<file path="config.mk">
export PLATFORM = sky130hd
export DESIGN_NAME = apu_reg_writer
export DESIGN_NICKNAME = d
export VERILOG_FILES = /design/src/rtl/apu_reg_writer_pkg.sv /design/src/rtl/apu_reg_writer.sv
export SDC_FILE = /design/constraint.sdc
export NUM_CORES = 1
export LEC_CHECK = 0
export BUFFER_PORTS_ARGS = -buffer_cell sky130_fd_sc_hd__buf_2
export CORE_ASPECT_RATIO = 0.9
export CORE_MARGIN = 8
export CORE_UTILIZATION = 45
export DETAILED_ROUTE_END_ITERATION = 16
export PLACE_DENSITY = 0.71
export SETUP_SLACK_MARGIN = 0.2
export SLEW_MARGIN = 5
export SYNTH_ARGS = -nofsm -noshare
export SYNTH_HDL_FRONTEND = slang
export SYNTH_SLANG_ARGS = --single-unit
</file>
<file path="constraint.sdc">
create_clock -name clk -period 4.8 [get_ports clk]
set_clock_uncertainty 0.15 [all_clocks]
set_input_delay 0.48 -clock clk [delete_from_list [all_inputs] [get_ports clk]]
set_output_delay 0.48 -clock clk [all_outputs]
set_load 0.1 [all_outputs]
</file>
<file path="src/rtl/apu_reg_writer_pkg.sv">
// Shared definitions for the APU register-write front end: FSM encoding,
// address-flag bit position and the noise-channel register offsets.
package apu_reg_writer_pkg;

    typedef enum logic {
        ST_IDLE = 1'b0,
        ST_DATA = 1'b1
    } state_e;

    // Bit of an incoming byte that marks it as an address byte (in IDLE only)
    localparam int ADDR_FLAG = 7;

    // Register offsets from $4000 used by the noise channel
    localparam int REG_400C = 12;
    localparam int REG_400E = 14;
    localparam int REG_400F = 15;

endpackage

</file>
<file path="src/rtl/apu_reg_writer.sv">
// Turns a serial {address, data} byte stream into the APU register file
// $4000.. with a one-cycle write event per register and an error pulse.
module apu_reg_writer
    import apu_reg_writer_pkg::*;
#(
    parameter int NUM_REGS       = 16,
    parameter int TIMEOUT_CYCLES = 4096
) (
    input  logic                    clk,
    input  logic                    rst,
    input  logic [7:0]              rx_data,
    input  logic                    rx_valid,
    output logic [8*NUM_REGS-1:0]   reg_bank,
    output logic [NUM_REGS-1:0]     reg_event,
    output logic                    err
);

    localparam int TMR_W = $clog2(TIMEOUT_CYCLES);
    localparam logic [TMR_W-1:0] TMR_LAST = TMR_W'(TIMEOUT_CYCLES - 1);

    state_e                     state_q, state_d;
    logic [6:0]                 addr_q, addr_d;
    logic [TMR_W-1:0]           timer_q, timer_d;
    logic [NUM_REGS-1:0][7:0]   bank_q, bank_d;
    logic [NUM_REGS-1:0]        event_q, event_d;
    logic                       err_q, err_d;
    logic                       addr_ok;

    assign addr_ok = ({1'b0, addr_q} < 8'(NUM_REGS));

    always_comb begin
        state_d = state_q;
        addr_d  = addr_q;
        timer_d = timer_q;
        bank_d  = bank_q;
        event_d = '0;
        err_d   = 1'b0;
        unique case (state_q)
            ST_IDLE: begin
                if (rx_valid) begin
                    if (rx_data[ADDR_FLAG]) begin
                        addr_d  = rx_data[6:0];
                        timer_d = '0;
                        state_d = ST_DATA;
                    end else begin
                        err_d = 1'b1;
                    end
                end
            end
            ST_DATA: begin
                // A byte arriving on the expiry cycle still counts as data
                if (rx_valid) begin
                    state_d = ST_IDLE;
                    if (addr_ok) begin
                        for (int k = 0; k < NUM_REGS; k++) begin
                            if (addr_q == 7'(k)) begin
                                bank_d[k]  = rx_data;
                                event_d[k] = 1'b1;
                            end
                        end
                    end else begin
                        err_d = 1'b1;
                    end
                end else if (timer_q == TMR_LAST) begin
                    state_d = ST_IDLE;
                    err_d   = 1'b1;
                end else begin
                    timer_d = timer_q + 1'b1;
                end
            end
            default: state_d = ST_IDLE;
        endcase
    end

    always_ff @(posedge clk or posedge rst) begin
        if (rst) begin
            state_q <= ST_IDLE;
            addr_q  <= '0;
            timer_q <= '0;
            bank_q  <= '0;
            event_q <= '0;
            err_q   <= 1'b0;
        end else begin
            state_q <= state_d;
            addr_q  <= addr_d;
            timer_q <= timer_d;
            bank_q  <= bank_d;
            event_q <= event_d;
            err_q   <= err_d;
        end
    end

    assign reg_bank  = bank_q;
    assign reg_event = event_q;
    assign err       = err_q;

endmodule
</file>
==> metrics.yaml, run 1 <==
status: "complete, no violations"
cts_tree: "done"
cts_resized: 0
grt_util_met1_pct: 23.6
power_w: 0.00511
p_leak_nw: 4.44
grt_first_pass_wirelength_um: 25300
synth_warnings: 0
drive_gt1_share_pct: 54.9
grt_usage_pct: 18.2
cts_hold_buf: 0
syn-instance-count: 429
powerDensity_nw_per_um2: 638
drtIter0Drc: 198
cts.sinks: 165
synth_nets: 441
synth_edf_count: 0
hold_class: "input port to asynchronous set/reset pin"
use_met3_pct: 7.10
cp-end-kind: "flop"
yosysUniqueCellTypes: 41
vias: 4106
portBuffers: 155
hold_violations: 0
grt_pass1_vias: 4285
cts_root_buf: "clkbuf_16"
setup_tns_ps: 0
die-area_um2: 18400
layout_commonest_cell: "dfrtp_1"
viasPerCell: 5.18
drv_cap: 0
multi_input_area_um2: 2190
fillers: 1145
crit_fanout: 9
clock_path_buffers: 2
gr-max-usage-layer: "met2"
layout_common_cells: "165 x dfrtp_1, 155 x buf_2, 120 x mux2_2, 25 x nand2_1, 17 x clkbuf_16"
rows: 41
cp-start-kind: "flop"
wl_per_cell_um: 20.2
peakVddDrop_mv: 0.402
globalRouteMet2Util_pct: 28.3
initial_core_util_pct: 46.0
cp.required_ps: 4960
grt_overflow: 0
clkPwrFrac_pct: 27.5
seqCellArea_um2: 4130
num_io_pins: 156
rsz0062_at_grt: "no"
pwr-share-seq_pct: 34.4
pwr-share-comb_pct: 38.1
diodes: 0
cts_setup_buffers: 0
clock.fmax_mhz: 436
core_area_um2: 14000
synthFlopType: "dfrtp_1"
switching_share_pct: 45.3
async_reset_ff_share_pct: 100
worst_slew_pin_slew_ps: 871
finalNetCount: 600
internal-power_w: 0.00280
slew-limit-headroom_pct: 41.8
die_y_um: 130
arrival_ps: 2450
synth-seq-cells: 165
clkTransAtPathRegs_ps: 60
cts_inserted_buffers: 17
switchingPower_w: 0.00232
wirelength_um: 16000
fin_crit_sh_pct: 47.7
die_x_um: 142
synth_area_um2: 6440
post-route-min-period_ps: 2290
drv_slew: 0
firstDrtPassIters: 4
yosysSeqAreaShare_pct: 64.1
syn2layout_area_growth_pct: 24.4
antenna_left: 0
cts-htree-levels: 4
antenna_found_initial: 0
clkLatencyLatePin_ps: 420
finalSetupViolations: 0
avgSynthCellArea_um2: 15.0
drc: 0
gp_congestion: 0.893
dp_hpwl_um: 11000
grt_max_degree: 127
path_class: "flop to flop"
==> synth_stat cells, drive strengths merged (2+ instances only) <==
master	n	share of area, %
a21oi	2	0.16
a31oi	2	0.19
and3	3	0.29
buf	7	0.64
clkbuf	9	0.52
dfrtp	165	64
inv	12	0.70
mux2	129	23
mux2i	4	0.62
nand2	25	1.5
nand2b	3	0.29
nand3	10	0.85
nand4	4	0.62
nand4b	2	0.74
nor2	15	1.2
nor3	10	1.5
o21a	2	0.23
o21ai	5	0.39
o2bb2ai	3	0.41
or2	3	0.29
==> sequential cells by signal, indices dropped and copies added (netlist names) <==
name,count
timer_q,12
addr_q,7
state_q,1
reg_bank,128
err,1
reg_event,16
==> critical path, stage by stage, from the launching register on <==
cell	delay, ps
dfrtp_1	400
nor3_4	420
nand4b_4	220
nor2_2	580
mux2_2	410
==> final timing paths <==
| kind | start | cells past startpoint | slack (ps) | to |
|---|---|---|---|---|
| min reg2reg | reg_bank[97] | 1 | 350 | reg_bank[97] |
| max | addr_q[4] | 4 | 2510 | reg_bank[51] |
| max in group asynchronous | rst | 3 | 3290 | timer_q[2] |
| min in group clk | rx_valid | 3 | 300 | err |
| max reg2reg | addr_q[4] | 4 | 2510 | reg_bank[51] |
| min | rst | 2 | 70 | reg_bank[82] |
==> metal layers <==
| metal | up-vias | share of wire, % |
|---|---|---|
| met5 | - | 0 |
| met4 | 0 | 0.58 |
| met3 | 10 | 7.5 |
| met2 | 133 | 48 |
| met1 | 2119 | 44 |
| li1 | 1844 | - |
==> metrics by stage <==
stage / utilization, % / worst slack, ps / cell area (um2) / hold WS (ps) / std cells
2_1_floorplan: - / 2070 / 6440 / 356 / 429
3_3_place_gp: 52.9 / 2430 / 7410 / 312 / 762
3_5_place_dp: 52.9 / 2350 / 7410 / 338 / 762
4_1_cts: 57.2 / 2470 / 8010 / 94.6 / 792
5_1_grt: 57.2 / 2420 / 8010 / 128 / 792
6_report: 57.2 / 2510 / 8010 / 66.1 / 792
==> cell families (layout without fill, tap and decap cells) <==
| family | after synthesis | after routing | share of synthesized area [%] |
|---|---|---|---|
| xor+xnor | 1 | 1 | 0.136 |
| simple gates | 80 | 80 | 7.81 |
| mux | 133 | 133 | 23.6 |
| buf+inv | 28 | 198 | 1.86 |
| fa+ha+maj | 1 | 1 | 0.194 |
| compound gates | 21 | 21 | 2.25 |
| flops | 165 | 165 | 64.1 |
==> cell type report <==
type	count	share of cell area, %
Clock buffer	22	5.67
Clock inverter	8	1.89
Inverter	12	0.609
Multi-Input combinational cell	236	27.4
Sequential cell	165	51.5
Tap cell	193	3.01
Timing Repair Buffer	156	9.93
==> power groups by stage <==
stage	sequential (W)	combinational, W	clock [W]
2_1_floorplan	0.00311	0.000295	0
3_3_place_gp	0.00178	0.00194	0
3_5_place_dp	0.00178	0.00196	0
4_1_cts	0.00176	0.00196	0.00143
5_1_grt	0.00179	0.00201	0.00149
6_report	0.00176	0.00195	0.00141
Note: power is estimated with default switching activity, not from simulation.
==> run 2: changes to the inputs <==
PLACE_DENSITY = 0.68   (was 0.71)
clock period = 2.33 ns   (was 4.8 ns; I/O delays follow)
==> run 2 against run 1 <==
Non-clock buffer count grew 24. Utilization increased by 1.4 points. Clock power increased by 84%. Critical endpoint is now reg_bank[90]. Highest routed layer unchanged. First-iteration DRC count is 31% lower.
==> metrics.yaml, run 2 (synthesis results as in run 1) <==
status: "complete, no violations"
cts_inserted_buffers: 17  # unchanged
slowest_stage: "dfrtp_1"
placed_cell_area_um2: 7590  # +2.4%
cp_num_cells: 4  # unchanged
core_area_um2: 14000  # unchanged
antenna_found_initial: 0  # unchanged
cp-endpoint: "reg_bank[90]"
cp-startpoint: "state_q"
powerDensity_nw_per_um2: 1250  # +96%
slew-limit-headroom_pct: 48.3  # +6.5 points
fin_cells: 818  # +3.3%
rr_endpoint: "reg_bank[90]"
rr_startpoint: "state_q"
die-area_um2: 18400  # unchanged
drc: 0  # unchanged
cp-start-kind: "flop"
drv_cap: 0  # unchanged
vias: 4199  # +2.3%
grt_max_degree: 32  # -75%
grt_overflow: 0  # unchanged
initial_core_util_pct: 46.0  # unchanged
finalNetCount: 624  # +4.0%
crit_chain: "and2_2, nand4_4, nor2_2, mux2_2"
diodes: 0  # unchanged
r2r_cells: 4  # unchanged
drive_gt1_share_pct: 57.1  # +2.2 points
dp_hpwl_um: 11200  # +2.0%
arrival_ps: 2200  # -250 ps
die_x_um: 142  # unchanged
worst_slew_pin_slew_ps: 775  # -96.8 ps
cts_tree: "done"
hold_violations: 0  # unchanged
fin_area_um2: 8210  # +2.5%
grt_first_pass_wirelength_um: 25500  # +1.0%
clkTransAtPathRegs_ps: 60  # about the same
rsz0062_at_grt: "yes"
hold_class: "input port to flop"
num_io_pins: 156  # unchanged
grt_usage_pct: 18.2  # -0.021 points
dp_cells: 781  # +2.5%
cts.sinks: 165  # unchanged
clkLatencyLatePin_ps: 420  # about the same
cp-end-kind: "flop"
crit_family: "simple AND/OR/NAND/NOR gates"
whs_ps: 75.6  # +9.54 ps
crit_fanout: 9  # unchanged
path_class: "flop to flop"
syn2layout_area_growth_pct: 27.5
grt_pass1_vias: 4459  # +4.1%
cts-htree-levels: 4  # unchanged
firstDrtPassIters: 4  # unchanged
portBuffers: 155  # unchanged
drv_slew: 0  # unchanged
clock_path_buffers: 2  # unchanged
finalSetupViolations: 0  # unchanged
clock.fmax_mhz: 490  # +12%
post-route-min-period_ps: 2040  # -251 ps
seqCellArea_um2: 4130  # unchanged
fillers: 1144  # -0.087%
slowest_delay_ps: 440  # -140 ps
wirelength_um: 16000  # +0.52%
cp.required_ps: 2490  # -2470 ps
peakVddDrop_mv: 1.05  # +160%
layout_commonest_cell: "dfrtp_1"
layout_common_cells: "165 x dfrtp_1, 155 x buf_2, 120 x mux2_2, 25 x nand2_1, 19 x buf_4"
drtIter0Drc: 137  # -31%
die_y_um: 130  # unchanged
r2r_setup_slack_ps: 290  # -2220 ps
gp_congestion: 0.879  # -1.6%
p_leak_nw: 4.55  # +2.5%
wl_per_cell_um: 19.6  # -2.7%
multi_input_area_um2: 2210  # +0.91%
antenna_left: 0  # unchanged
rows: 41  # unchanged
largest_reg_flops: 128  # unchanged
cts_root_buf: "clkbuf_16"
fin_crit_sh_pct: 87.6  # +40 points
critPathBufInv: 0  # unchanged
viasPerCell: 5.13  # -0.99%
run 2: changes by cell type in the layout (fill, tap and decap cells not counted), sizes merged:
cell / delta
buf: +23
bufinv: -4
clkbuf: +4
clkinv: -1
clkinvlp: +2
dlygate4sd3: +1
inv: +1
run 2: cell type report:
class / instances / share of cell area (%)
Clock buffer: 26 / 6.20
Clock inverter: 6 / 0.518
Inverter: 12 / 0.594
Multi-Input combinational cell: 236 / 26.9
Sequential cell: 165 / 50.3
Tap cell: 193 / 2.94
Timing Repair Buffer: 180 / 12.5
run 2: power breakdown:
part           switching (W)  internal, W
Combinational        0.00338     0.000685
Clock                0.00109      0.00151
Sequential          0.000319      0.00331
run 2: stage by stage:
step | setup TNS, ps | setup slack [ps] | utilization, % | power, W
2_1_floorplan | -25040 | -152 | - | 0.00701
3_3_place_gp | 0 | 256 | 54.2 | 0.00767
3_5_place_dp | 0 | 169 | 54.2 | 0.00772
4_1_cts | 0 | 202 | 58.3 | 0.0104
5_1_grt | 0 | 191 | 58.6 | 0.0107
6_report | 0 | 289 | 58.6 | 0.0103
run 2: worst reg2reg max path: stages (launching register included):
cell	delay (ps)
dfrtp_1	440
and2_2	320
nand4_4	180
nor2_2	440
mux2_2	400
run 2: metal layers:
| metal | track usage [%] | wire length [um] | part of all wire, % |
|---|---|---|---|
| met1 | 22.7 | 7020 | 44 |
| met2 | 29.0 | 7670 | 48 |
| met3 | 5.99 | 1140 | 7.1 |
| met4 | 6.56 | 223 | 1.4 |
| met5 | 0 | 0 | 0 |
run 2: timing repair:
item | 4_1_cts | 5_1_grt
hold buffers | 1 | 0
pin swaps | 0 | 2
hold endpoints to repair | 24 | 0
cloned | 0 | 0
setup endpoints to repair | 12 | 29
gates resized for setup | 3 | 1
buffers inserted | 0 | 4
run 2: worst min path at each step:
| stage | from | slack, ps | end | depth (start not counted) |
|---|---|---|---|---|
| 2_1_floorplan | rx_data[2] | 230 | reg_bank[10] | 1 |
| 3_3_place_gp | rst | 260 | reg_bank[104] | 2 |
| 3_5_place_dp | rst | 260 | reg_bank[105] | 2 |
| 4_1_cts | rx_data[5] | 60 | addr_q[5] | 3 |
| 5_1_grt | rx_data[5] | 80 | addr_q[5] | 3 |
| 6_report | rx_data[3] | 80 | addr_q[3] | 3 |
